<file path="config.mk">
export PLATFORM = sky130hd
export DESIGN_NAME = ddr_ca_iod_tx_ctrl
export DESIGN_NICKNAME = d
export VERILOG_FILES = /design/src/rtl/ddr_ca_iod_tx_ctrl.sv
export SDC_FILE = /design/constraint.sdc
export NUM_CORES = 1
export LEC_CHECK = 0
export CORE_ASPECT_RATIO = 1.25
export CORE_UTILIZATION = 40
export DETAILED_ROUTE_END_ITERATION = 7
export HOLD_SLACK_MARGIN = 0.02
export PLACE_DENSITY = 0.68
export SYNTH_ARGS = -nofsm -noshare
export SYNTH_HDL_FRONTEND = slang
export SYNTH_SLANG_ARGS = --single-unit
export TNS_END_PERCENT = 10
</file>
<file path="constraint.sdc">
create_clock -name FAB_CLK -period 7.3 [get_ports FAB_CLK]
set_input_delay 1.46 -clock FAB_CLK [delete_from_list [all_inputs] [get_ports FAB_CLK]]
set_output_delay 1.46 -clock FAB_CLK [all_outputs]
set_load 0.05 [all_outputs]
</file>
<file path="src/rtl/ddr_ca_iod_tx_ctrl.sv">
// DDR3 CA output IOD controller: geared command register plus per-lane delay-line tap sequencer.
// Build option DDR_CA_2T_TIMING_EN: hold every accepted command on TX_DATA for two cycles (2T timing).
module ddr_ca_iod_tx_ctrl #(
    parameter int LANES    = 8,
    parameter int GEAR     = 4,
    parameter int DLY_W    = 8,
    parameter int INIT_TAP = 1,
    parameter int MAX_TAP  = 127,
    parameter int MOVE_GAP = 4,
    localparam int LANE_W  = (LANES > 1) ? $clog2(LANES) : 1
) (
    input  logic                     FAB_CLK,
    input  logic                     TX_SYNC_RST,
    input  logic                     CMD_VALID,
    input  logic [LANES*GEAR-1:0]    CMD_DATA,
    output logic                     CMD_READY,
    input  logic [LANES-1:0]         IDLE_LEVEL,
    output logic [LANES*GEAR-1:0]    TX_DATA,
    output logic [LANES*GEAR-1:0]    OE_DATA,
    input  logic                     DLY_REQ,
    input  logic                     DLY_RELOAD,
    input  logic [LANE_W-1:0]        DLY_LANE,
    input  logic [DLY_W-1:0]         DLY_TARGET,
    output logic                     DLY_ACK,
    output logic                     DLY_ERR,
    output logic [DLY_W-1:0]         DLY_TAP,
    output logic [LANES-1:0]         DELAY_LINE_MOVE,
    output logic [LANES-1:0]         DELAY_LINE_DIRECTION,
    output logic [LANES-1:0]         DELAY_LINE_LOAD,
    input  logic [LANES-1:0]         DELAY_LINE_OUT_OF_RANGE
);
    localparam int GAP_W = (MOVE_GAP > 2) ? $clog2(MOVE_GAP - 1) : 1;

    typedef enum logic [2:0] {ST_IDLE, ST_CHECK, ST_LOAD, ST_MOVE, ST_GAP, ST_DONE} state_t;

    state_t                   state_q, state_d;
    logic [LANE_W-1:0]        lane_q, lane_d;
    logic [DLY_W-1:0]         tgt_q, tgt_d;
    logic                     reload_q, reload_d;
    logic                     dir_q, dir_d;
    logic                     err_q, err_d;
    logic [GAP_W-1:0]         gap_cnt_q, gap_cnt_d;
    logic [DLY_W-1:0]         tap_q [LANES];
    logic [DLY_W-1:0]         tap_d [LANES];
    logic [LANES*GEAR-1:0]    tx_data_q, tx_data_d;
    logic [LANES*GEAR-1:0]    idle_pattern;
    logic [DLY_W-1:0]         cur_tap;
    logic                     lane_ok, tgt_over, dir_calc, dir_active;
    logic                     cmd_ready, cmd_accept;

    genvar gi;
    for (gi = 0; gi < LANES; gi++) begin : g_idle
        assign idle_pattern[gi*GEAR +: GEAR] = {GEAR{IDLE_LEVEL[gi]}};
    end

    assign cur_tap  = tap_q[lane_q];
    assign lane_ok  = ({{(32-LANE_W){1'b0}}, lane_q} < 32'(LANES));
    assign tgt_over = ({{(32-DLY_W){1'b0}}, tgt_q} > 32'(MAX_TAP));
    assign dir_calc = !reload_q && (tgt_q > cur_tap);

    // Command path: no command is accepted while the sequencer owns a delay line.
    assign cmd_accept = CMD_VALID && cmd_ready;
`ifdef DDR_CA_2T_TIMING_EN
    logic hold_q, hold_d;
    assign hold_d    = cmd_accept;
    assign cmd_ready = (state_q == ST_IDLE) && !TX_SYNC_RST && !hold_q;
    assign tx_data_d = cmd_accept ? CMD_DATA : (hold_q ? tx_data_q : idle_pattern);
    always_ff @(posedge FAB_CLK) begin
        if (TX_SYNC_RST) begin
            hold_q <= 1'b0;
        end else begin
            hold_q <= hold_d;
        end
    end
`else
    assign cmd_ready = (state_q == ST_IDLE) && !TX_SYNC_RST;
    assign tx_data_d = cmd_accept ? CMD_DATA : idle_pattern;
`endif

    assign CMD_READY = cmd_ready;
    assign TX_DATA   = TX_SYNC_RST ? idle_pattern : tx_data_q;
    // CA lanes are driven continuously once out of reset.
    assign OE_DATA   = TX_SYNC_RST ? '0 : '1;
    assign DLY_TAP   = tap_q[DLY_LANE];
    assign DLY_ACK   = !TX_SYNC_RST && (state_q == ST_DONE);
    assign DLY_ERR   = !TX_SYNC_RST && (state_q == ST_DONE) && err_q;

    always_comb begin
        state_d   = state_q;
        lane_d    = lane_q;
        tgt_d     = tgt_q;
        reload_d  = reload_q;
        dir_d     = dir_q;
        err_d     = err_q;
        gap_cnt_d = gap_cnt_q;
        tap_d     = tap_q;
        case (state_q)
            ST_IDLE: begin
                if (DLY_REQ) begin
                    lane_d   = DLY_LANE;
                    tgt_d    = DLY_TARGET;
                    reload_d = DLY_RELOAD;
                    err_d    = 1'b0;
                    state_d  = ST_CHECK;
                end
            end
            ST_CHECK: begin
                dir_d = dir_calc;
                if (!lane_ok) begin
                    err_d   = 1'b1;
                    state_d = ST_DONE;
                end else if (reload_q) begin
                    state_d = ST_LOAD;
                end else if (tgt_over) begin
                    err_d   = 1'b1;
                    state_d = ST_DONE;
                end else if (tgt_q == cur_tap) begin
                    state_d = ST_DONE;
                end else begin
                    state_d = ST_MOVE;
                end
            end
            ST_LOAD: begin
                tap_d[lane_q] = DLY_W'(INIT_TAP);
                state_d       = ST_DONE;
            end
            ST_MOVE: begin
                tap_d[lane_q] = dir_q ? (cur_tap + 1'b1) : (cur_tap - 1'b1);
                gap_cnt_d     = '0;
                state_d       = ST_GAP;
            end
            ST_GAP: begin
                // Decide on the last gap cycle so MOVE pulses are exactly MOVE_GAP apart.
                if (gap_cnt_q == GAP_W'(MOVE_GAP - 2)) begin
                    if (DELAY_LINE_OUT_OF_RANGE[lane_q]) begin
                        err_d   = 1'b1;
                        state_d = ST_DONE;
                    end else if (cur_tap == tgt_q) begin
                        state_d = ST_DONE;
                    end else begin
                        state_d = ST_MOVE;
                    end
                end else begin
                    gap_cnt_d = gap_cnt_q + 1'b1;
                end
            end
            ST_DONE: state_d = ST_IDLE;
            default: state_d = ST_IDLE;
        endcase
    end

    always_ff @(posedge FAB_CLK) begin
        if (TX_SYNC_RST) begin
            state_q   <= ST_IDLE;
            lane_q    <= '0;
            tgt_q     <= '0;
            reload_q  <= 1'b0;
            dir_q     <= 1'b0;
            err_q     <= 1'b0;
            gap_cnt_q <= '0;
            tx_data_q <= idle_pattern;
            for (int i = 0; i < LANES; i++) begin
                tap_q[i] <= DLY_W'(INIT_TAP);
            end
        end else begin
            state_q   <= state_d;
            lane_q    <= lane_d;
            tgt_q     <= tgt_d;
            reload_q  <= reload_d;
            dir_q     <= dir_d;
            err_q     <= err_d;
            gap_cnt_q <= gap_cnt_d;
            tx_data_q <= tx_data_d;
            for (int i = 0; i < LANES; i++) begin
                tap_q[i] <= tap_d[i];
            end
        end
    end

    // Direction is combinational in CHECK so it is already stable when the first MOVE fires.
    assign dir_active = (state_q == ST_CHECK) ? dir_calc
                      : ((state_q != ST_IDLE) && dir_q);

    for (gi = 0; gi < LANES; gi++) begin : g_lane
        logic sel;
        assign sel = !TX_SYNC_RST && (lane_q == LANE_W'(gi));
        assign DELAY_LINE_MOVE[gi]      = sel && (state_q == ST_MOVE);
        assign DELAY_LINE_LOAD[gi]      = sel && (state_q == ST_LOAD);
        assign DELAY_LINE_DIRECTION[gi] = sel && dir_active;
    end

endmodule

</file>
==> summary.md, run 1 <==
| Metric | Value |
|---|---|
| Status | complete, no violations |
| Count leader, synth | dfxtp_1 |
| Final GP Congestion | 0.944 |
| Yosys top cell by area | dfxtp_1 |
| Async SR Flop Fraction | 0% |
| Initial antenna violation count | 0 |
| Post-synthesis sequential area ratio | 37.1% |
| Gate Count Post-Synth | around 670 |
| Reg-to-Reg Start | lane_q[0]$_SDFFE_PP0P_ |
| TritonRoute pass-1 iters | 5 |
| Full die area | between 15,000 and 20,000 um^2 |
| Post-place instance area | 7720 um^2 |
| Row count | 50 |
| Tmin final | 6.06 ns |
| Synth area leaders | dfxtp_1 37%, mux4_2 11%, a22o_1 5.7% |
| Reg clk slew, reported paths | roughly 0.060 ns |
| Vias in the first global route | 5,599 |
| Wire per inst | 17.9 um |
| Post-CTS Hold Buffers | 0 |
| H-tree depth | 4 |
| Worst Path Max Fanout | 19 |
| Clock Sinks | between 100 and 150 |
| PD cells | between 200 and 300 nW/um^2 |
| Die width | 113 um |
| Root buffer cell | clkbuf_16 |
| R2r worst-path depth | 10 |
| Max Clock Skew | between 0.006 and 0.007 ns |
| CP endpoint kind | output pin |
| Worst slew pin tran | ~1.2 ns |
| # IOs | 163 |
| Worst hold path class | register to register |
| Slowest stage delay, CP | between 0.8 and 0.9 ns |
| Mapped Avg Cell Area | between 9 and 10 um^2 |
| Capturing point of the worst reg2reg path | tap_q[38]$_SDFFE_PP0P_ |
| Routed Antenna Nets | 0 |
| Total Routing Usage GR | 23.3% |
| Die Ht | roughly 140 um |
| Vias per cell | 5.54 |
| Initial DRC Count | between 300 and 400 |
| Setup-failing EPs final | 0 |
| R2r setup slk | 3.56 ns |
| Post-synth cell types | 55 |
| Slew Limit Fails | 0 |
| Ratio of cells with drive above 1 in the final layout | 11.7% |
| Buffers added on ports | ~160 |
| DRT Wirelength | 18,100 um |
| Setup TNS | 0 ns |
| Nets | roughly 870 |
| CP cell instances | buf_4, mux4_2, mux2i_1, ha_1, nor2b_1, o21a_1, o21a_1, o211ai_1, a211o_1, a211oi_1, clkdlybuf4s50_1 |
| Top delay family on crit path | buffers and inverters |
| Commonest cells post-synth | 115 x dfxtp_1, 73 x nand2_1, 47 x inv_1, 47 x o21ai_0, 40 x a22o_1 |
| Synth top area share | 37.1% |
| Min-Delay Endpoint | tgt_q[0]$_SDFFE_PP0P_ |
| FMAX | 165 MHz |
| Critical path type | register to output pin |
| Worst Setup Start Kind | register |
| Synth-to-layout area growth | 34.5% |
| Worst skew pair latency | 0.42 ns |
| Peak supply drop | 175 uV |
| Flops & latches, synth | 115 |
| CP dominant cell by count | o21a_1 |
| Mapped Nets | 754 |
| Max-cap violation count | 0 |
| Design area | 8340 um^2 |
| EDFF count, synth | 0 |
| Largest net degree at the start of global routing | 62 |
| Yosys warning total | 0 |
| Critical path's slowest cell | clkdlybuf4s50_1 |
| Arrival time of the worst setup path | 4.60 ns |
| Starting Density | 41.1% |
| Grt total ovfl | 0 |
| CTS tree | built |
| Core Area | 15,100 um^2 |
| RSZ-0062 raised after global routing | no |
| Crit share post-route | roughly 83% |
| # diodes | 0 |
| Synth Cell Area | between 6000 and 7000 um^2 |
| Min-Delay Startpoint | tgt_q[0]$_SDFFE_PP0P_ |
| Final Hold Viols | 0 |
| Clock Tree Buf Depth | 2 |
| WHS Path Cells | 2 |
| Vias | 5,621 |
| Residual DRC count | 0 |
| Postcts setup bufs | 0 |
| PostCTS Resize Cnt | 0 |
| Rel. slew slack | between 10% and 20% |
| HPWL Detailed | 13,900 um |
| Total CTS buffers | 17 |
| Synth Flop Type | dfxtp_1 |
| Global-route wire length before repair | 28,700 um |
| Leak | approximately 3.4 nW |
| Critical Path RT | roughly 5.8 ns |
| CP Buf/Inv Count | 2 |
==> metal layers <==
metal  global-route usage [%]  share of wire [%]  routed length, um
met3                     7.39                7.6               1380
met2                     41.2                 51               9280
met1                     24.6                 37               6790
met4                     12.0                3.9                702
met5                        0                  0                  0
==> how the worst max path moves through the flow <==
stage / from / endpoint / slack (ns) / cells past startpoint
after floorplan: TX_SYNC_RST / DLY_ERR / 1.91 / 3
after global placement: DLY_LANE[0] / DLY_TAP[0] / 1.74 / 4
after detailed placement: DLY_LANE[0] / DLY_TAP[5] / 1.67 / 4
after CTS: lane_q[0]$_SDFFE_PP0P_ / DELAY_LINE_DIRECTION[0] / 1.27 / 11
after global routing: lane_q[0]$_SDFFE_PP0P_ / DELAY_LINE_DIRECTION[0] / 1.06 / 11
final: lane_q[0]$_SDFFE_PP0P_ / DELAY_LINE_DIRECTION[0] / 1.24 / 11
==> stage by stage <==
stage	setup slack, ns	utilization, %	std cells	power [mW]	hold WS (ns)
floorplan	1.91	-	674	1.17	0.435
global placement	1.74	51.2	982	1.36	0.453
detailed placement	1.67	51.2	982	1.37	0.450
CTS	1.27	55.3	1014	2.24	0.458
global route	1.06	55.3	1014	2.32	0.478
finish	1.24	55.3	1014	2.23	0.453
==> flip-flops by register name, indices dropped and copies added, names as in the netlist <==
register and cells:
tgt_q 8, reload_q 1, dir_q 1, tx_data_q 32, lane_q 3, err_q 1, gap_cnt_q 2, tap_q 64
state_q 3
==> logic make-up (layout without fill, tap and decap cells) <==
logic type                 after synthesis  after routing  share of synthesized area, %
AOI/OAI and AO/OA                      197            197                          21.5
xor gates and xnor gates                 4              4                         0.807
adders and majority gates               16             16                          3.35
buffers and inverters                  123            255                          9.87
DFF                                    115            115                          37.1
muxes                                   53             53                          14.8
and+or+nand+nor                        166            166                          12.6
==> layout by cell type (no fill, tap or decap), types with 2 or more instances in the layout <==
cell             netlist  final
a211o_1                3      3
a211oi_1              10     10
a21o_1                33     33
a21oi_1               29     29
a22o_1                40     40
a31oi_1                3      3
and2_1                 3      3
buf_4                 32      6
bufinv_16              0      3
clkbuf_16              0     17
clkdlybuf4s50_1        0    161
clkinv_4               0      6
dfxtp_1              115    115
ha_1                  15     15
inv_1                 47     47
inv_2                  8      8
inv_6                  0      6
mux2_2                 8      8
mux2i_1               14     14
mux4_2                30     30
nand2_1               73     73
nand2b_1               3      3
nand3_1               12     12
nand3b_1               2      2
nand4_1                4      4
nor2_1                34     34
nor2b_1               13     13
nor3_1                 5      5
nor3b_1                3      3
nor4_1                 5      5
o211ai_1               2      2
o21a_1                 5      5
o21ai_0               47     47
o21ai_1               16     16
or2_2                  2      2
xnor2_1                2      2
==> tightest hold or removal path, stage by stage (launching register included) <==
cell and delay (ns):
dfxtp_1 0.30, nand2_1 0.05, a21oi_1 0.05
==> report_power, final <==
part | internal, mW | switching [mW]
Sequential | 0.671 | 0.0335
Combinational | 0.231 | 0.430
Clock | 0.545 | 0.317
==> area by class of cell <==
cell class | instances | area [um^2]
inverters | 55 | 206
flip-flops and latches | 115 | 2300
multi-input cells | 436 | 3290
well taps | 208 | 260
clock buffers | 17 | 425
fillers | 1312 | 6740
clock inverters | 15 | 195
repair buffers | 168 | 1660
Power figures use the tool's default switching activity.
==> run 2: changes to the inputs <==
==> constraint.sdc (replaced) <==
create_clock -name FAB_CLK -period 5.97 [get_ports FAB_CLK]
set_input_delay 1.194 -clock FAB_CLK [delete_from_list [all_inputs] [get_ports FAB_CLK]]
set_output_delay 1.194 -clock FAB_CLK [all_outputs]
set_load 0.05 [all_outputs]
==> run 2 against run 1 <==
Final cell count about the same; flip-flop and latch count did not move; critical path depth increased by 2; global-route usage increased by 0.41 points.
==> summary.md, run 2 (synthesis gave the netlist of run 1 again) <==
| Metric | Value |
|---|---|
| Status | complete, no violations |
| Commonest cells after routing, fill and taps aside | 161 x clkdlybuf4s50_1, 115 x dfxtp_1, 73 x nand2_1, 47 x inv_1, 47 x o21ai_0 |
| Setup-failing EPs final | 0 (unchanged) |
| Design area | 8390 um^2 (+0.68%) |
| Rel. slew slack | 21.0% (+3.3 points) |
| Largest net degree at the start of global routing | 55 (-11%) |
| Vias per cell | 5.45 (-1.8%) |
| Top flop regs | tap_q: 64 flops, tx_data_q: 32 flops, tgt_q: 8 flops |
| Critical path type | register to output pin |
| Core Area | 15,100 um^2 (unchanged) |
| Die width | 113 um (unchanged) |
| PostCTS Resize Cnt | 0 (unchanged) |
| Non-Filler Instances | 1,015 (+0.099%) |
| Final GP Congestion | 0.887 (-6.0%) |
| Nets | 874 (+0.11%) |
| Total Routing Usage GR | 23.7% (+0.41 points) |
| Sequential fraction of design power | 31.0% (-0.6 points) |
| # diodes | 0 (unchanged) |
| DRT Wirelength | 18,200 um (+0.33%) |
| Peak supply drop | 232 uV (+33%) |
| Tmin final | 5.68 ns |
| Worst skew pair latency | 0.42 ns (about the same) |
| Max Clock Skew | 0.00710 ns (+0.000216 ns) |
| Arrival time of the worst setup path | 4.49 ns (-0.11 ns) |
| Post-CTS Hold Buffers | 0 (unchanged) |
| Max-cap violation count | 0 (unchanged) |
| Critical Path RT | 4.78 ns (-1.06 ns) |
| Starting Density | 41.1% (unchanged) |
| Combinational power share | 28.4% (-1.3 points) |
| Most common cell after layout, fill and taps aside | clkdlybuf4s50_1 |
| Clock Tree Buf Depth | 2 (unchanged) |
| Initial antenna violation count | 0 (unchanged) |
| Design internal power | 1.88 mW (+30%) |
| Grt total ovfl | 0 (unchanged) |
| Residual DRC count | 0 (unchanged) |
| PD cells | 334 nW/um^2 (+25%) |
| Full die area | 16,000 um^2 (unchanged) |
| Crit share post-route | 95.2% |
| # IOs | 163 (unchanged) |
| Total CTS buffers | 17 (unchanged) |
| Die Ht | 141 um (unchanged) |
| HPWL Detailed | 13,700 um (-1.5%) |
| RSZ-0062 raised after global routing | no |
| Max reg flops | 64 (unchanged) |
| Sw Share | 33.1% (-2.0 points) |
| Root buffer cell | clkbuf_16 |
| FMAX | 176 MHz |
| Placed insts | 983 (+0.10%) |
| Filler cells | 1,335 (+1.8%) |
| Routed Antenna Nets | 0 (unchanged) |
| Tot Pwr | 2.80 mW (+26%) |
| Row count | 50 (unchanged) |
| Clock Sinks | 115 (unchanged) |
| Vias | 5,527 (-1.7%) |
| Hold WS | 0.464 ns (+0.0108 ns) |
| Sw power | 928 uW (+19%) |
| Leak | 3.42 nW (+0.44%) |
| Post-place instance area | 7720 um^2 (about the same) |
| Global-route wire length before repair | 29,000 um (+0.99%) |
| Reg clk slew, reported paths | 0.05 ns (about the same) |
| Worst Path Max Fanout | 16 (-3) |
| CP endpoint kind | output pin |
| H-tree depth | 4 (unchanged) |
| CTS tree | built |
| Worst slew pin tran | 1.18 ns (-0.0417 ns) |
| Vias in the first global route | 5,681 (+1.5%) |
| Ratio of cells with drive above 1 in the final layout | 11.8% (+0.11 points) |
| TritonRoute pass-1 iters | 6 (+1) |
| Wire per inst | 17.9 um (+0.23%) |
| Slew Limit Fails | 0 (unchanged) |
| Postcts setup bufs | 0 (unchanged) |
| Largest register by flop count | tap_q |
| Setup TNS | 0 ns (unchanged) |
| Synth-to-layout area growth | 35.4% |
| Worst hold path class | register to register |
| Final Hold Viols | 0 (unchanged) |
| Buffers added on ports | 162 (unchanged) |
| Initial DRC Count | 348 (-3.9%) |
| Worst Setup Start Kind | register |
| Clock power share | 40.5% (+1.8 points) |
-- run 2: through the flow --
step / setup slack [ns] / util [%]
3_3_place_gp: 0.899 / 51.2
5_1_grt: 0.0428 / 55.7
6_report: 0.285 / 55.7
3_5_place_dp: 0.741 / 51.2
4_1_cts: 0.273 / 55.7
2_1_floorplan: 0.981 / -
-- run 2: worst paths after layout --
kind	startpoint	cells after the start	end	slack, ns
max	lane_q[1]$_SDFFE_PP0P_	13	DELAY_LINE_DIRECTION[2]	0.29
min	tgt_q[0]$_SDFFE_PP0P_	2	tgt_q[0]$_SDFFE_PP0P_	0.46
max reg2reg	lane_q[1]$_SDFFE_PP0P_	10	tap_q[62]$_SDFFE_PP0P_	2.23
min reg2reg	tgt_q[0]$_SDFFE_PP0P_	2	tgt_q[0]$_SDFFE_PP0P_	0.46
-- run 2: final cells by class --
cell class / count / area, um^2 / share of cell area [%]
sequential: 115 / 2300 / 27.4
inverter: 55 / 206 / 2.46
clock buffer: 20 / 467 / 5.56
multi-input combinational: 436 / 3290 / 39.1
tap: 208 / 260 / 3.10
clock inverter: 12 / 203 / 2.42
timing repair buffer: 169 / 1670 / 19.9
-- run 2: layer usage --
metal  vias to the layer above  routed length (um)  track usage (%)
met5                         -                   0                0
met1                      2615                7030             25.4
met2                       236                9230             41.9
met3                        45                1300             7.44
li1                       2631                   -                -
met4                         0                 642             11.6
-- run 2: critical path, cell delays in order, from the launching register on --
cell and delay (ns):
dfxtp_1 0.76, buf_4 0.34, and2b_1 0.27, nand2_1 0.16
nand4_1 0.20, inv_1 0.07, ha_1 0.18, nor2b_1 0.12
o21a_1 0.12, o21a_1 0.10, o211ai_1 0.10, a211o_1 0.46
a211oi_1 0.30, clkdlybuf4s50_1 0.87
-- run 2: power by group through the flow --
stage	combinational (mW)	sequential (mW)	clock, mW
after floorplan	0.582	0.853	0
after global placement	0.774	0.883	0
after detailed placement	0.787	0.886	0
after CTS	0.794	0.870	1.15
after global routing	0.850	0.877	1.18
final	0.797	0.870	1.14
